`src/rtl/conv_ctrl_fsm_param_if.sv`:
```
// Host-stream and output-coordinate handshake bundle for conv_ctrl_fsm_param.
// The master modport is the controller side and the slave modport is the host/consumer side.
interface conv_ctrl_fsm_param_if;
    logic        con_valid;
    logic        con_ready;
    logic        out_valid;
    logic        out_ready;
    logic [31:0] output_x;
    logic [31:0] output_y;
    logic [31:0] output_ch;

    modport master (
        input  con_valid,
        input  out_ready,
        output con_ready,
        output out_valid,
        output output_x,
        output output_y,
        output output_ch
    );

    modport slave (
        output con_valid,
        output out_ready,
        input  con_ready,
        input  out_valid,
        input  output_x,
        input  output_y,
        input  output_ch
    );
endinterface

```
`src/rtl/conv_ctrl_fsm_param.sv`:
```
// Convolution loop-nest controller: group -> y -> x -> (input beats, then group_size outputs).
// Optional stall-cycle counter is built only when CTRL_FSM_STALL_CNT_EN is defined.
//
// state       | meaning
// S_IDLE      | waiting for start, all outputs quiet
// S_LOAD_K    | loading group_size kernels of KERNEL_WORDS words each
// S_PRE_I     | loading one preamble input column
// S_PRE_SHIFT | shifting a preloaded column into the window
// S_COMP      | loading the current column with MAC on every beat
// S_EMIT      | presenting group_size output coordinates
// S_ADV       | shifting the window and advancing x / y / group
module conv_ctrl_fsm_param #(
    parameter int FEATURE_MAP_WIDTH  = 64,
    parameter int FEATURE_MAP_HEIGHT = 64,
    parameter int OUTPUT_NB_CHANNELS = 32,
    parameter int CH_GROUP           = 6,
    parameter int KERNEL_WORDS       = 12,
    parameter int INPUT_WORDS        = 4,
    parameter int KERNEL_SIZE        = 3
) (
    input  logic                                clk,
    input  logic                                arst_n_in,
    input  logic                                start,
    output logic                                running,
    conv_ctrl_fsm_param_if.master               bus,
    output logic [KERNEL_WORDS-1:0]             kds_le_sel,
    output logic [$clog2(CH_GROUP)-1:0]         kds_kernel_idx,
    output logic [$clog2(INPUT_WORDS+1)-1:0]    idss_le_sel,
    output logic                                idss_shift,
    output logic                                mac_enable,
    output logic [$clog2(CH_GROUP+1)-1:0]       group_size,
    output logic [31:0]                         stall_cycles
);

    localparam int KIDX_W = $clog2(CH_GROUP);
    localparam int GS_W   = $clog2(CH_GROUP + 1);
    localparam int KW_W   = (KERNEL_WORDS > 1) ? $clog2(KERNEL_WORDS) : 1;
    localparam int IW_W   = $clog2(INPUT_WORDS + 1);
    localparam int X_W    = (FEATURE_MAP_WIDTH > 1) ? $clog2(FEATURE_MAP_WIDTH) : 1;
    localparam int Y_W    = (FEATURE_MAP_HEIGHT > 1) ? $clog2(FEATURE_MAP_HEIGHT) : 1;
    localparam int GB_W   = $clog2(OUTPUT_NB_CHANNELS + 1);
    localparam int PRE_W  = $clog2(KERNEL_SIZE);

    localparam logic [KW_W-1:0]  W_LAST   = KW_W'(KERNEL_WORDS - 1);
    localparam logic [IW_W-1:0]  IW_LAST  = IW_W'(INPUT_WORDS - 1);
    localparam logic [X_W-1:0]   X_LAST   = X_W'(FEATURE_MAP_WIDTH - 1);
    localparam logic [Y_W-1:0]   Y_LAST   = Y_W'(FEATURE_MAP_HEIGHT - 1);
    localparam logic [PRE_W-1:0] PRE_LAST = PRE_W'(KERNEL_SIZE - 2);
    localparam logic [31:0]      NB_32    = 32'(OUTPUT_NB_CHANNELS);
    localparam logic [31:0]      CG_32    = 32'(CH_GROUP);

    typedef enum logic [2:0] {
        S_IDLE,
        S_LOAD_K,
        S_PRE_I,
        S_PRE_SHIFT,
        S_COMP,
        S_EMIT,
        S_ADV
    } state_t;

    state_t            r_state;
    logic [X_W-1:0]    r_x;
    logic [Y_W-1:0]    r_y;
    logic [GB_W-1:0]   r_group_base;
    logic [KW_W-1:0]   r_w;
    logic [KIDX_W-1:0] r_k;
    logic [IW_W-1:0]   r_iw;
    logic [PRE_W-1:0]  r_pre;
    logic [KIDX_W-1:0] r_e;

    logic [31:0]       w_remaining;
    logic [GS_W-1:0]   w_group_size;
    logic [KIDX_W-1:0] w_last_slot;
    logic [31:0]       w_gb_next;
    logic              w_con_ready;
    logic              w_out_valid;
    logic              w_in_load;

    // The last group may be partial: its size is whatever channels remain.
    assign w_remaining  = NB_32 - 32'(r_group_base);
    assign w_group_size = (w_remaining >= CG_32) ? GS_W'(CH_GROUP) : GS_W'(w_remaining);
    assign w_last_slot  = KIDX_W'(w_group_size - GS_W'(1));
    assign w_gb_next    = 32'(r_group_base) + 32'(w_group_size);

    assign w_con_ready  = (r_state == S_LOAD_K) || (r_state == S_PRE_I) || (r_state == S_COMP);
    assign w_out_valid  = (r_state == S_EMIT);
    assign w_in_load    = ((r_state == S_PRE_I) || (r_state == S_COMP)) && bus.con_valid;

    assign running        = (r_state != S_IDLE);
    assign bus.con_ready  = w_con_ready;
    assign bus.out_valid  = w_out_valid;
    assign bus.output_x   = 32'(r_x);
    assign bus.output_y   = 32'(r_y);
    assign bus.output_ch  = 32'(r_group_base) + 32'(r_e);
    assign kds_le_sel     = ((r_state == S_LOAD_K) && bus.con_valid) ?
                            (KERNEL_WORDS'(1) << r_w) : '0;
    assign kds_kernel_idx = r_k;
    assign idss_le_sel    = w_in_load ? (r_iw + IW_W'(1)) : '0;
    assign idss_shift     = (r_state == S_PRE_SHIFT) || (r_state == S_ADV);
    assign mac_enable     = (r_state == S_COMP) && bus.con_valid;
    assign group_size     = w_group_size;

    always_ff @(posedge clk or negedge arst_n_in) begin
        if (!arst_n_in) begin
            r_state      <= S_IDLE;
            r_x          <= '0;
            r_y          <= '0;
            r_group_base <= '0;
            r_w          <= '0;
            r_k          <= '0;
            r_iw         <= '0;
            r_pre        <= '0;
            r_e          <= '0;
        end else begin
            case (r_state)
                S_IDLE: begin
                    if (start) begin
                        r_x          <= '0;
                        r_y          <= '0;
                        r_group_base <= '0;
                        r_w          <= '0;
                        r_k          <= '0;
                        r_iw         <= '0;
                        r_pre        <= '0;
                        r_e          <= '0;
                        r_state      <= S_LOAD_K;
                    end
                end
                S_LOAD_K: begin
                    if (bus.con_valid) begin
                        if (r_w == W_LAST) begin
                            r_w <= '0;
                            if (r_k == w_last_slot) begin
                                r_k     <= '0;
                                r_state <= S_PRE_I;
                            end else begin
                                r_k <= r_k + KIDX_W'(1);
                            end
                        end else begin
                            r_w <= r_w + KW_W'(1);
                        end
                    end
                end
                S_PRE_I: begin
                    if (bus.con_valid) begin
                        if (r_iw == IW_LAST) begin
                            r_iw    <= '0;
                            r_state <= S_PRE_SHIFT;
                        end else begin
                            r_iw <= r_iw + IW_W'(1);
                        end
                    end
                end
                S_PRE_SHIFT: begin
                    if (r_pre == PRE_LAST) begin
                        r_pre   <= '0;
                        r_state <= S_COMP;
                    end else begin
                        r_pre   <= r_pre + PRE_W'(1);
                        r_state <= S_PRE_I;
                    end
                end
                S_COMP: begin
                    if (bus.con_valid) begin
                        if (r_iw == IW_LAST) begin
                            r_iw    <= '0;
                            r_e     <= '0;
                            r_state <= S_EMIT;
                        end else begin
                            r_iw <= r_iw + IW_W'(1);
                        end
                    end
                end
                S_EMIT: begin
                    if (bus.out_ready) begin
                        if (r_e == w_last_slot) begin
                            r_e     <= '0;
                            r_state <= S_ADV;
                        end else begin
                            r_e <= r_e + KIDX_W'(1);
                        end
                    end
                end
                S_ADV: begin
                    // A new row needs the window refilled before MACs resume.
                    if (r_x != X_LAST) begin
                        r_x     <= r_x + X_W'(1);
                        r_state <= S_COMP;
                    end else if (r_y != Y_LAST) begin
                        r_x     <= '0;
                        r_y     <= r_y + Y_W'(1);
                        r_state <= S_PRE_I;
                    end else if (w_gb_next < NB_32) begin
                        r_x          <= '0;
                        r_y          <= '0;
                        r_group_base <= GB_W'(w_gb_next);
                        r_state      <= S_LOAD_K;
                    end else begin
                        r_state <= S_IDLE;
                    end
                end
                default: r_state <= S_IDLE;
            endcase
        end
    end

`ifdef CTRL_FSM_STALL_CNT_EN
    logic [31:0] r_stall_cnt;
    logic        w_stall;

    assign w_stall = (w_con_ready & ~bus.con_valid) | (w_out_valid & ~bus.out_ready);

    always_ff @(posedge clk or negedge arst_n_in) begin
        if (!arst_n_in) begin
            r_stall_cnt <= '0;
        end else if ((r_state == S_IDLE) && start) begin
            r_stall_cnt <= '0;
        end else if (w_stall && (r_stall_cnt != 32'hFFFF_FFFF)) begin
            r_stall_cnt <= r_stall_cnt + 32'd1;
        end
    end

    assign stall_cycles = r_stall_cnt;
`else
    assign stall_cycles = '0;
`endif

endmodule

```
`src/flat_wrapper.sv`:
```
// flat-port wrapper written by rule: the top's interface ports become plain ports
module conv_ctrl_fsm_param_flat 
#(
    parameter int FEATURE_MAP_WIDTH  = 64,
    parameter int FEATURE_MAP_HEIGHT = 64,
    parameter int OUTPUT_NB_CHANNELS = 32,
    parameter int CH_GROUP           = 6,
    parameter int KERNEL_WORDS       = 12,
    parameter int INPUT_WORDS        = 4,
    parameter int KERNEL_SIZE        = 3
)
  (clk, arst_n_in, start, running, kds_le_sel, kds_kernel_idx, idss_le_sel, idss_shift, mac_enable, group_size, stall_cycles, bus_con_valid, bus_out_ready, bus_con_ready, bus_out_valid, bus_output_x, bus_output_y, bus_output_ch);
  conv_ctrl_fsm_param_if bus_i ();
  input  logic clk;
  input  logic arst_n_in;
  input  logic start;
  output logic running;
  output logic [KERNEL_WORDS-1:0] kds_le_sel;
  output logic [$clog2(CH_GROUP)-1:0] kds_kernel_idx;
  output logic [$clog2(INPUT_WORDS+1)-1:0] idss_le_sel;
  output logic idss_shift;
  output logic mac_enable;
  output logic [$clog2(CH_GROUP+1)-1:0] group_size;
  output logic [31:0] stall_cycles;
  input wire logic [$bits(bus_i.con_valid)-1:0] bus_con_valid;
  input wire logic [$bits(bus_i.out_ready)-1:0] bus_out_ready;
  output wire logic [$bits(bus_i.con_ready)-1:0] bus_con_ready;
  output wire logic [$bits(bus_i.out_valid)-1:0] bus_out_valid;
  output wire logic [$bits(bus_i.output_x)-1:0] bus_output_x;
  output wire logic [$bits(bus_i.output_y)-1:0] bus_output_y;
  output wire logic [$bits(bus_i.output_ch)-1:0] bus_output_ch;
  assign bus_i.con_valid = bus_con_valid;
  assign bus_i.out_ready = bus_out_ready;
  assign bus_con_ready = bus_i.con_ready;
  assign bus_out_valid = bus_i.out_valid;
  assign bus_output_x = bus_i.output_x;
  assign bus_output_y = bus_i.output_y;
  assign bus_output_ch = bus_i.output_ch;
  conv_ctrl_fsm_param #(.FEATURE_MAP_WIDTH(FEATURE_MAP_WIDTH), .FEATURE_MAP_HEIGHT(FEATURE_MAP_HEIGHT), .OUTPUT_NB_CHANNELS(OUTPUT_NB_CHANNELS), .CH_GROUP(CH_GROUP), .KERNEL_WORDS(KERNEL_WORDS), .INPUT_WORDS(INPUT_WORDS), .KERNEL_SIZE(KERNEL_SIZE)) u_core (.clk(clk), .arst_n_in(arst_n_in), .start(start), .running(running), .bus(bus_i), .kds_le_sel(kds_le_sel), .kds_kernel_idx(kds_kernel_idx), .idss_le_sel(idss_le_sel), .idss_shift(idss_shift), .mac_enable(mac_enable), .group_size(group_size), .stall_cycles(stall_cycles));
endmodule
```
`config.mk`:
```
export PLATFORM = sky130hd
export DESIGN_NAME = conv_ctrl_fsm_param_flat
export DESIGN_NICKNAME = d
export VERILOG_FILES = /design/src/rtl/conv_ctrl_fsm_param_if.sv /design/src/rtl/conv_ctrl_fsm_param.sv /design/src/flat_wrapper.sv
export SDC_FILE = /design/constraint.sdc
export NUM_CORES = 1
export LEC_CHECK = 0
export BUFFER_PORTS_ARGS = -buffer_cell sky130_fd_sc_hd__clkbuf_2
export CAP_MARGIN = 20
export CORE_AREA = 2 2 90 92
export CTS_CLUSTER_DIAMETER = 100
export DETAILED_ROUTE_END_ITERATION = 10
export DIE_AREA = 0 0 92 94
export GPL_TIMING_DRIVEN = 0
export PLACE_DENSITY = 0.87
export SLEW_MARGIN = 0
export SYNTH_ARGS = -nofsm -noshare
export SYNTH_HDL_FRONTEND = slang
export SYNTH_SLANG_ARGS = --single-unit
```
`constraint.sdc`:
```
create_clock -name clk -period 5.3 [get_ports clk]
set_clock_uncertainty 0.2 [all_clocks]
set_input_delay 0.53 -clock clk [delete_from_list [all_inputs] [get_ports clk]]
set_output_delay 0.53 -clock clk [all_outputs]
set_load 0.02 [all_outputs]
```
==> summary by stage, run 1 <==
Run status
The flow ran to the end, and the final reports show no timing, DRC or antenna violations.

CTS
The level count of the clock H-tree is 2. The clock passes through at most 2 buffers. TritonCTS built the clock tree.

The number of clock buffers added by TritonCTS is 5. The clock transition at the registers of the reported paths is about 70 ps. The tree is rooted in a sky130_fd_sc_hd__clkbuf_8. The clock net in this run drives a total of 36 sinks. The total of cells resized after clock tree synthesis is 0. Once the clock tree was built, the setup fixing pass inserted 0 buffers. Hold repair after CTS inserted 0 buffers.

At the later pin of the worst-skew pair, clock insertion delay measures 290 ps.

STA
The minimum period implied by the final worst setup slack is 4186 ps. The number of max-slew violations in the final report is 0. The count of final hold-check violations was 0. The least setup slack across all paths after layout is between 1000 and 1500 ps. In the final timing run, aggregate negative setup slack is 0 ps.

For the pin with the worst max-slew slack, the measured transition is slightly above 900 ps. The final hold slack is 156.5 ps. In this run the tightest slew margin relative to its limit is 0.3949. Setup violations remaining at the end of the flow were counted as 0.

The top achievable clock speed is 238.9 MHz. The final critical-path share of the clock period is 0.7899. Setup repair after global routing left no endpoint under its margin.

Synthesis
For this run, the register share of the synthesized area comes to 0.2478. After synthesis the netlist holds a flip-flop and latch count of 36. The summed instance area of the synthesized netlist is 3636 um^2. Of all flip-flops after synthesis, the portion carrying an async set or reset was 1.000. The count of warnings emitted by yosys is 0. The portion of synthesized cell area occupied by the leading cell type is 0.2478.

For this run, the leading register cell type out of synthesis is sky130_fd_sc_hd__dfrtp_1. After technology mapping, the gate count stands at 444. Summed over all instances, the cell type with the most area after synthesis is sky130_fd_sc_hd__dfrtp_1. Averaged over all synthesized cells, the footprint is 8.189 um^2. The number of distinct library cells after synthesis is 59. By area the synthesized netlist is led by sky130_fd_sc_hd__dfrtp_1, sky130_fd_sc_hd__buf_4, sky130_fd_sc_hd__ha_1. Yosys mapped a number of flops with a built-in enable equal to 0.

Critical path
The critical path depth in cells is 15. The category of the worst setup path launch point is a flop. The arrival time at the worst endpoint is 4200 ps. The kind of end point of the critical path is a flop. The setup path with the least slack is of type flop to flop.

Along the worst path, the maximum fanout reaches 10. The critical path contains buffers and inverters numbering 2 combined. The family with the most delay on the worst path is compound AO/OA/AOI/OAI gates. Measured in cells, the most critical reg-to-reg path has a length of 15. Traced cell by cell, the critical path runs through inv_1 -> ha_1 -> or2_1 -> a21boi_2 -> o211a_1 -> nand2_1 -> ha_1 -> a21oi_1 -> nor2_1 -> a311oi_2 -> a31oi_2 -> a22o_1 -> buf_6 -> or4_1 -> a21oi_1. The most critical setup path has its startpoint at u_core.r_group_base[1]. The reg-to-reg critical path endpoint is u_core.r_group_base[3]. The capture point of the critical path is u_core.r_group_base[3]. The critical-path cell with the highest stage delay is sky130_fd_sc_hd__dfrtp_1. The register-to-register setup slack is 1110 ps. For the worst setup path, the data required time is approximately 5300 ps. The launch instance of the worst register-to-register path is u_core.r_group_base[1]. On the worst path, the slowest cell contributes a delay of ~500 ps.

Power and ir drop
IR analysis of the VDD net gives a maximum drop of 235.9 uV. Power spread over the standard cell area amounts to 368.9 nW/um^2. For this design the static power due to leakage is 2.548 nW.

Global routing
The final global-route overflow total is 0. Entering global routing, the biggest net connects 37 pins. The wire length of the first global-routing pass is between 10 and 15 mm. The total routing usage reported by global routing is 0.1706. The initial antenna violation count is 0. The via count of the first global-routing pass is 2,761.

Floorplanning
The total area inside the core boundary comes to 7607 um^2. In this run the core area contains 32 standard-cell rows. The starting density of the core is 0.4780.

The die is 92 um wide. The die covers 8648 um^2. The die outline height is 94 um. For this design the top-level I/O count stands at between 150 and 200.

Route
The number of remaining DRC errors is 0. The number of nets with antenna violations after detailed routing is 0. The count of routing violations after the opening detailed-route iteration is 140. Dividing the detail-routed via count by the number of cells gives 4.526. The length of the first detailed-routing pass in iterations is 4. The overall routed net length is 7.625 mm.

The via total after detailed routing is around 3,200. After detailed routing, the average wire length per cell comes to roughly 11 um.

Cells and area
The post-synthesis to final-layout area growth is 24.36%. The final antenna diode count is 0. The count of nets after finishing is 635. The fraction of layout cells with a size suffix above 1 is 0.3005.

Placed design
The congestion estimate from routability-driven global placement came to slightly below 0.9. The pre-CTS worst setup slack is 1136 ps. The HPWL after detailed placement is approximately 6 mm. The count of buffers added on input and output ports is between 40 and 50.

Run
The number of max-cap violations is 0.

Min path
The path category of the worst min-delay check is input port to asynchronous set/reset pin.
[how the worst min path moves through the flow]
stage | from | endpoint | slack [ps] | depth (start not counted)
global route | arst_n_in | u_core.r_x[2] | 230 | 1
finish | arst_n_in | u_core.r_x[4] | 160 | 1
CTS | arst_n_in | u_core.r_x[4] | 190 | 1
global placement | u_core.r_iw[1] | u_core.r_iw[1] | 290 | 2
detailed placement | u_core.r_pre[1] | u_core.r_pre[1] | 290 | 1
floorplan | arst_n_in | u_core.kds_kernel_idx[0] | 30 | 0
[sequential cells by signal, indices dropped and copies added, names as in the netlist, 3 cells and up]
name / flops
u_core.r_w: 4
u_core.r_state: 3
u_core.r_e: 3
u_core.r_x: 6
u_core.kds_kernel_idx: 3
u_core.r_group_base: 6
u_core.r_y: 6
u_core.r_iw: 3
[layout by cell type, fill, tap and decap left out, types with 6 or more instances in the layout]
cell | Yosys | layout
sky130_fd_sc_hd__buf_4 | 110 | 110
sky130_fd_sc_hd__conb_1 | 1 | 109
sky130_fd_sc_hd__clkbuf_2 | 0 | 49
sky130_fd_sc_hd__nand2_1 | 41 | 41
sky130_fd_sc_hd__dfrtp_1 | 36 | 36
sky130_fd_sc_hd__nor2_1 | 27 | 27
sky130_fd_sc_hd__ha_1 | 21 | 21
sky130_fd_sc_hd__a21oi_1 | 20 | 20
sky130_fd_sc_hd__o21ai_0 | 16 | 16
sky130_fd_sc_hd__inv_1 | 15 | 15
sky130_fd_sc_hd__nand3_1 | 15 | 15
sky130_fd_sc_hd__and3_1 | 13 | 13
sky130_fd_sc_hd__and2_1 | 10 | 10
sky130_fd_sc_hd__clkbuf_1 | 9 | 10
sky130_fd_sc_hd__xnor2_1 | 9 | 9
sky130_fd_sc_hd__nor3_1 | 8 | 8
sky130_fd_sc_hd__nor2b_1 | 6 | 6
sky130_fd_sc_hd__o31ai_1 | 6 | 6
[synth_stat cells (6+ instances only)]
cell type and count:
sky130_fd_sc_hd__clkbuf_1 9, sky130_fd_sc_hd__o21ai_0 16, sky130_fd_sc_hd__dfrtp_1 36, sky130_fd_sc_hd__nor3_1 8, sky130_fd_sc_hd__o31ai_1 6, sky130_fd_sc_hd__and2_1 10
sky130_fd_sc_hd__inv_1 15, sky130_fd_sc_hd__nand3_1 15, sky130_fd_sc_hd__nand2_1 41, sky130_fd_sc_hd__ha_1 21, sky130_fd_sc_hd__nor2_1 27, sky130_fd_sc_hd__xnor2_1 9
sky130_fd_sc_hd__buf_4 110, sky130_fd_sc_hd__nor2b_1 6, sky130_fd_sc_hd__a21oi_1 20, sky130_fd_sc_hd__and3_1 13
[kinds of logic (layout without fill, tap and decap cells)]
logic type / after synthesis / count (layout) / synth area share
fa+ha+maj: 22 / 22 / 0.07777
simple gates: 146 / 146 / 0.2041
compound gates: 82 / 82 / 0.1610
mux: 5 / 5 / 0.01411
other cells: 1 / 109 / 0.001031
xor+xnor: 14 / 14 / 0.03372
buf+inv: 138 / 195 / 0.2605
flops: 36 / 36 / 0.2478
[cell type report]
type | count | area, um^2
Buffer | 122 | 887.1
Clock buffer | 6 | 72.57
Clock inverter | 2 | 35.03
Fill cell | 665 | 3085
Inverter | 16 | 60.06
Multi-Input combinational cell | 378 | 2193
Sequential cell | 36 | 900.9
Tap cell | 102 | 127.6
Timing Repair Buffer | 49 | 245.2
[worst register-to-register path, cell delays in order (launching register included)]
cell	delay (ps)
sky130_fd_sc_hd__dfrtp_1	500
sky130_fd_sc_hd__inv_1	120
sky130_fd_sc_hd__ha_1	320
sky130_fd_sc_hd__or2_1	300
sky130_fd_sc_hd__a21boi_2	170
sky130_fd_sc_hd__o211a_1	250
sky130_fd_sc_hd__nand2_1	150
sky130_fd_sc_hd__ha_1	390
sky130_fd_sc_hd__a21oi_1	190
sky130_fd_sc_hd__nor2_1	70
sky130_fd_sc_hd__a311oi_2	250
sky130_fd_sc_hd__a31oi_2	120
sky130_fd_sc_hd__a22o_1	300
sky130_fd_sc_hd__buf_6	140
sky130_fd_sc_hd__or4_1	470
sky130_fd_sc_hd__a21oi_1	170
[power breakdown]
part           switching [mW]  internal, mW
combinational           0.619         0.377
sequential             0.0880         0.345
clock                   0.100         0.140
total                   0.807         0.861
[per-layer routing]
metal  global-route usage  vias up  share of wire
met5                    0        -              0
met4              0.04104        0          0.011
met3              0.03371       12          0.069
met2               0.3107      122           0.50
met1               0.2072     1454           0.42
li1                     -     1630              -
[per-stage QoR]
stage / utilization / cells / power (mW) / cell area (um^2)
2_1_floorplan: - / 552 / 1.200 / 4041
3_3_place_gp: 0.5803 / 703 / 1.390 / 4414
3_5_place_dp: 0.5803 / 703 / 1.423 / 4414
4_1_cts: 0.5944 / 711 / 1.668 / 4522
5_1_grt: 0.5944 / 711 / 1.807 / 4522
6_report: 0.5944 / 711 / 1.668 / 4522
Note: power is estimated with default switching activity, not from simulation.
==> inputs of run 2 (changes only) <==
--- a/config.mk
+++ b/config.mk
@@ -7,12 +7,12 @@
 export LEC_CHECK = 0
 export BUFFER_PORTS_ARGS = -buffer_cell sky130_fd_sc_hd__clkbuf_2
 export CAP_MARGIN = 20
-export CORE_AREA = 2 2 90 92
+export CORE_AREA = 2 2 94 96
 export CTS_CLUSTER_DIAMETER = 100
 export DETAILED_ROUTE_END_ITERATION = 10
-export DIE_AREA = 0 0 92 94
+export DIE_AREA = 0 0 96 98
 export GPL_TIMING_DRIVEN = 0
-export PLACE_DENSITY = 0.87
+export PLACE_DENSITY = 0.84
 export SLEW_MARGIN = 0
 export SYNTH_ARGS = -nofsm -noshare
 export SYNTH_HDL_FRONTEND = slang
==> constraint.sdc (replaced) <==
create_clock -name clk -period 3.5 [get_ports clk]
set_clock_uncertainty 0.2 [all_clocks]
set_input_delay 0.35 -clock clk [delete_from_list [all_inputs] [get_ports clk]]
set_output_delay 0.35 -clock clk [all_outputs]
set_load 0.02 [all_outputs]
==> summary by stage, run 2 (synthesis gave the netlist of run 1 again) <==
Cells and area
The fraction of layout cells with a size suffix above 1 is 0.3413 (+0.04085). The most frequent standard cell in the layout excluding fill and tap cells is sky130_fd_sc_hd__buf_4. In the layout the commonest cells are sky130_fd_sc_hd__buf_4, sky130_fd_sc_hd__conb_1, sky130_fd_sc_hd__clkbuf_2. The non-filler instance count after layout came to 732 (+3.0%). The final-layout fill cell count was 815 (+23%).

The final antenna diode count came to 0 (unchanged). The largest registers in the layout are u_core.r_group_base (6), u_core.r_x (6), u_core.r_y (6). The end-of-flow core utilization is 0.5593 (-0.03514). The area growth from synthesis to layout is 30.21%. The count of nets after finishing is 650 (+2.4%).

Placed design
The port buffer count came to 49 (unchanged). The routability-driven placement congestion ratio was 0.8950 (+0.28%). The placed wire-length estimate after detailed placement came to 6.334 mm (+2.8%). The pre-CTS worst setup slack came to -277.3 ps (-1413 ps). The number of placed cells counting well taps was 709 (+0.85%).

Power and ir drop
The leakage power is 2.618 nW (+2.7%). The net switching fraction of the power was 0.4890 (+0.005217). The switching power summed over all nets is 1.308 mW (+62%). The maximum vdd drop is 347.9 uV (+48%).

The overall power consumption was 2.674 mW (+60%). The sequential cell fraction of total power is 0.245 (-0.014). The power per cell area is 564.9 nW/um^2 (+53%).

The clock network power share is 0.118 (-0.026). The internal power of the cells is 1.367 mW (+59%). The relative contribution of combinational cells to total power is 0.637 (+0.040).

Route
The count of routing violations after the opening detailed-route iteration was 119 (-15%). The via total after detailed routing is 3,269 (+1.6%). The number of remaining DRC errors is 0 (unchanged). The highest metal layer carrying signal wires in the routed design is met4. The amount of wire on met3 after detailed routing came to 508 um (-3.4%). The detail-routed net length per standard cell is 11.19 um (+4.4%). The length of the first detailed-routing pass in iterations is 4 (unchanged).

The routed length on met1 came to 3.420 mm (+7.5%). The detailed-routed wire length on met2 came to 4.183 mm (+9.2%). The overall routed net length was 8.192 mm (+7.4%). The detailed-route vias per instance is 4.466 (-1.3%). The number of nets with antenna violations after detailed routing came to 0 (unchanged).

Min path
The tightest min-delay check is of the input port to asynchronous set/reset pin type.

STA
The final critical-path share of the clock period came to 0.9892 (+0.1993). The aggregate negative setup slack was 0 ps (unchanged). The least setup slack across all paths after layout is 37.95 ps (-1076 ps). The max-slew headroom at the worst pin was 0.3804 (-0.01453). The slew at the pin closest to its max-slew limit is 929.5 ps (+21.79 ps). The top achievable clock speed is 288.8 MHz (+21%). The minimum period implied by the final worst setup slack is 3462 ps (-724.4 ps). Setup repair after global routing could not meet its margin everywhere. The number of max-slew violations in the final report came to 0 (unchanged).

The final hold slack is -15.49 ps (-172.0 ps). The count of final hold-check violations came to 28 (+28). The number of endpoints failing setup at the final stage is 0 (unchanged).

Floorplanning
The starting density of the core is 0.4295 (-0.04846). The horizontal die dimension is 96 um (+4.3%). The number of primary I/O pins is 159 (unchanged).

The number of standard-cell rows in the floorplan is 34 (+6.3%). The area of the core is 8466 um^2 (+11%). The die outline height is 98 um (+4.3%). The die area is 9408 um^2 (+8.8%).

Global routing
The initial antenna violation count is 0 (unchanged). The wire length of the first global-routing pass is 12.62 mm (+2.6%). The total routing usage reported by global routing is 0.1657 (-0.004897).

The final global-route overflow total is 0 (unchanged). The via count of the first global-routing pass is 2,813 (+1.9%). The largest net degree at the start of global routing was 37 (unchanged).

CTS
The clock tree from TritonCTS is built. The tree is rooted in a sky130_fd_sc_hd__clkbuf_8. The clock sink count is 36 (unchanged).

The level count of the clock H-tree is 2 (unchanged). The number of buffers inserted by hold repair at cts is 0 (unchanged). The maximum root-to-sink buffer count came to 2 (unchanged). The clock transition at the registers of the reported paths is 70 ps (about the same). The number of buffers created by CTS is 5 (unchanged). The source-to-sink clock delay at the later pin of the worst-skew pair is 290 ps (about the same).

Critical path
The worst path required time is 3520 ps (-1800 ps). The largest fanout on the critical path was 3 (-7). The kind of end point of the critical path is a flop.

The arrival time at the worst endpoint is 3490 ps (-710 ps). The class of the most critical setup path is flop to flop. The category of the worst setup path launch point is a flop.

The depth of the worst register-to-register path is 15 (unchanged).

Run
The number of max-cap violations is 0 (unchanged).

Run status
The final reports fail on negative hold slack. The run finished, with violations left.
run 2: cell count changes in the layout (fill, tap and decap cells not counted), sizes merged:
cell and delta:
bufinv -1, buf +15, clkinv -1, clkbuf +2
run 2: repair_timing:
item,in CTS,in global routing
pin swaps,7,8
resized for setup,3,10
setup endpoints to repair,2,4
setup buffers,10,5
run 2: cell type report:
| cell class | count | area (um^2) | share of cell area |
|---|---|---|---|
| multi-input combinational | 378 | 2298 | 0.4855 |
| sequential | 36 | 902.1 | 0.1905 |
| buffer | 122 | 887.1 | 0.1874 |
| timing repair buffer | 64 | 361.6 | 0.07637 |
| tap | 108 | 135.1 | 0.02854 |
| clock buffer | 8 | 90.09 | 0.01903 |
| inverter | 16 | 60.06 | 0.01268 |
run 2: worst max-delay path, stage by stage (launching register included):
cell,delay [ps]
sky130_fd_sc_hd__dfrtp_2,430
sky130_fd_sc_hd__inv_2,80
sky130_fd_sc_hd__ha_4,200
sky130_fd_sc_hd__or2_4,260
sky130_fd_sc_hd__a21boi_4,160
sky130_fd_sc_hd__o211a_4,210
sky130_fd_sc_hd__nand2_4,70
sky130_fd_sc_hd__ha_4,220
sky130_fd_sc_hd__a21oi_2,100
sky130_fd_sc_hd__nor2_1,50
sky130_fd_sc_hd__a311oi_2,330
sky130_fd_sc_hd__a31oi_4,80
sky130_fd_sc_hd__a22o_1,250
sky130_fd_sc_hd__buf_6,120
sky130_fd_sc_hd__or4_4,480
sky130_fd_sc_hd__a21oi_2,150
run 2: through the flow:
step	area [um^2]	hold slack (ps)
2_1_floorplan	4078	-145.6
6_report	4735	-15.49
3_3_place_gp	4458	288.8
5_1_grt	4735	75.85
3_5_place_dp	4458	288.0
4_1_cts	4643	23.59
run 2: power groups by stage:
stage | Clock (mW) | Combinational (mW) | Sequential, mW
floorplan | 0 | 1.18 | 0.675
global placement | 0 | 1.49 | 0.658
detailed placement | 0 | 1.54 | 0.666
CTS | 0.322 | 1.61 | 0.653
global route | 0.343 | 1.87 | 0.672
finish | 0.315 | 1.70 | 0.656
run 2: metal layers:
metal  track usage  up-vias
li1              -     1661
met3       0.03086        8
met4       0.04725        0
met2        0.2853      115
met1        0.2087     1485
met5             0        -
run 2: worst paths after layout:
check | startpoint | to | slack, ps
worst max register to register | u_core.r_group_base[1] | u_core.r_group_base[3] | 40
min in group clk | bus_con_valid | u_core.r_w[1] | 180
worst min register to register | u_core.r_pre[1] | u_core.r_pre[1] | 310
worst min-delay path | arst_n_in | u_core.r_x[2] | -20
max in group asynchronous | arst_n_in | u_core.r_group_base[1] | 2480
worst max-delay path | u_core.r_group_base[1] | u_core.r_group_base[3] | 40
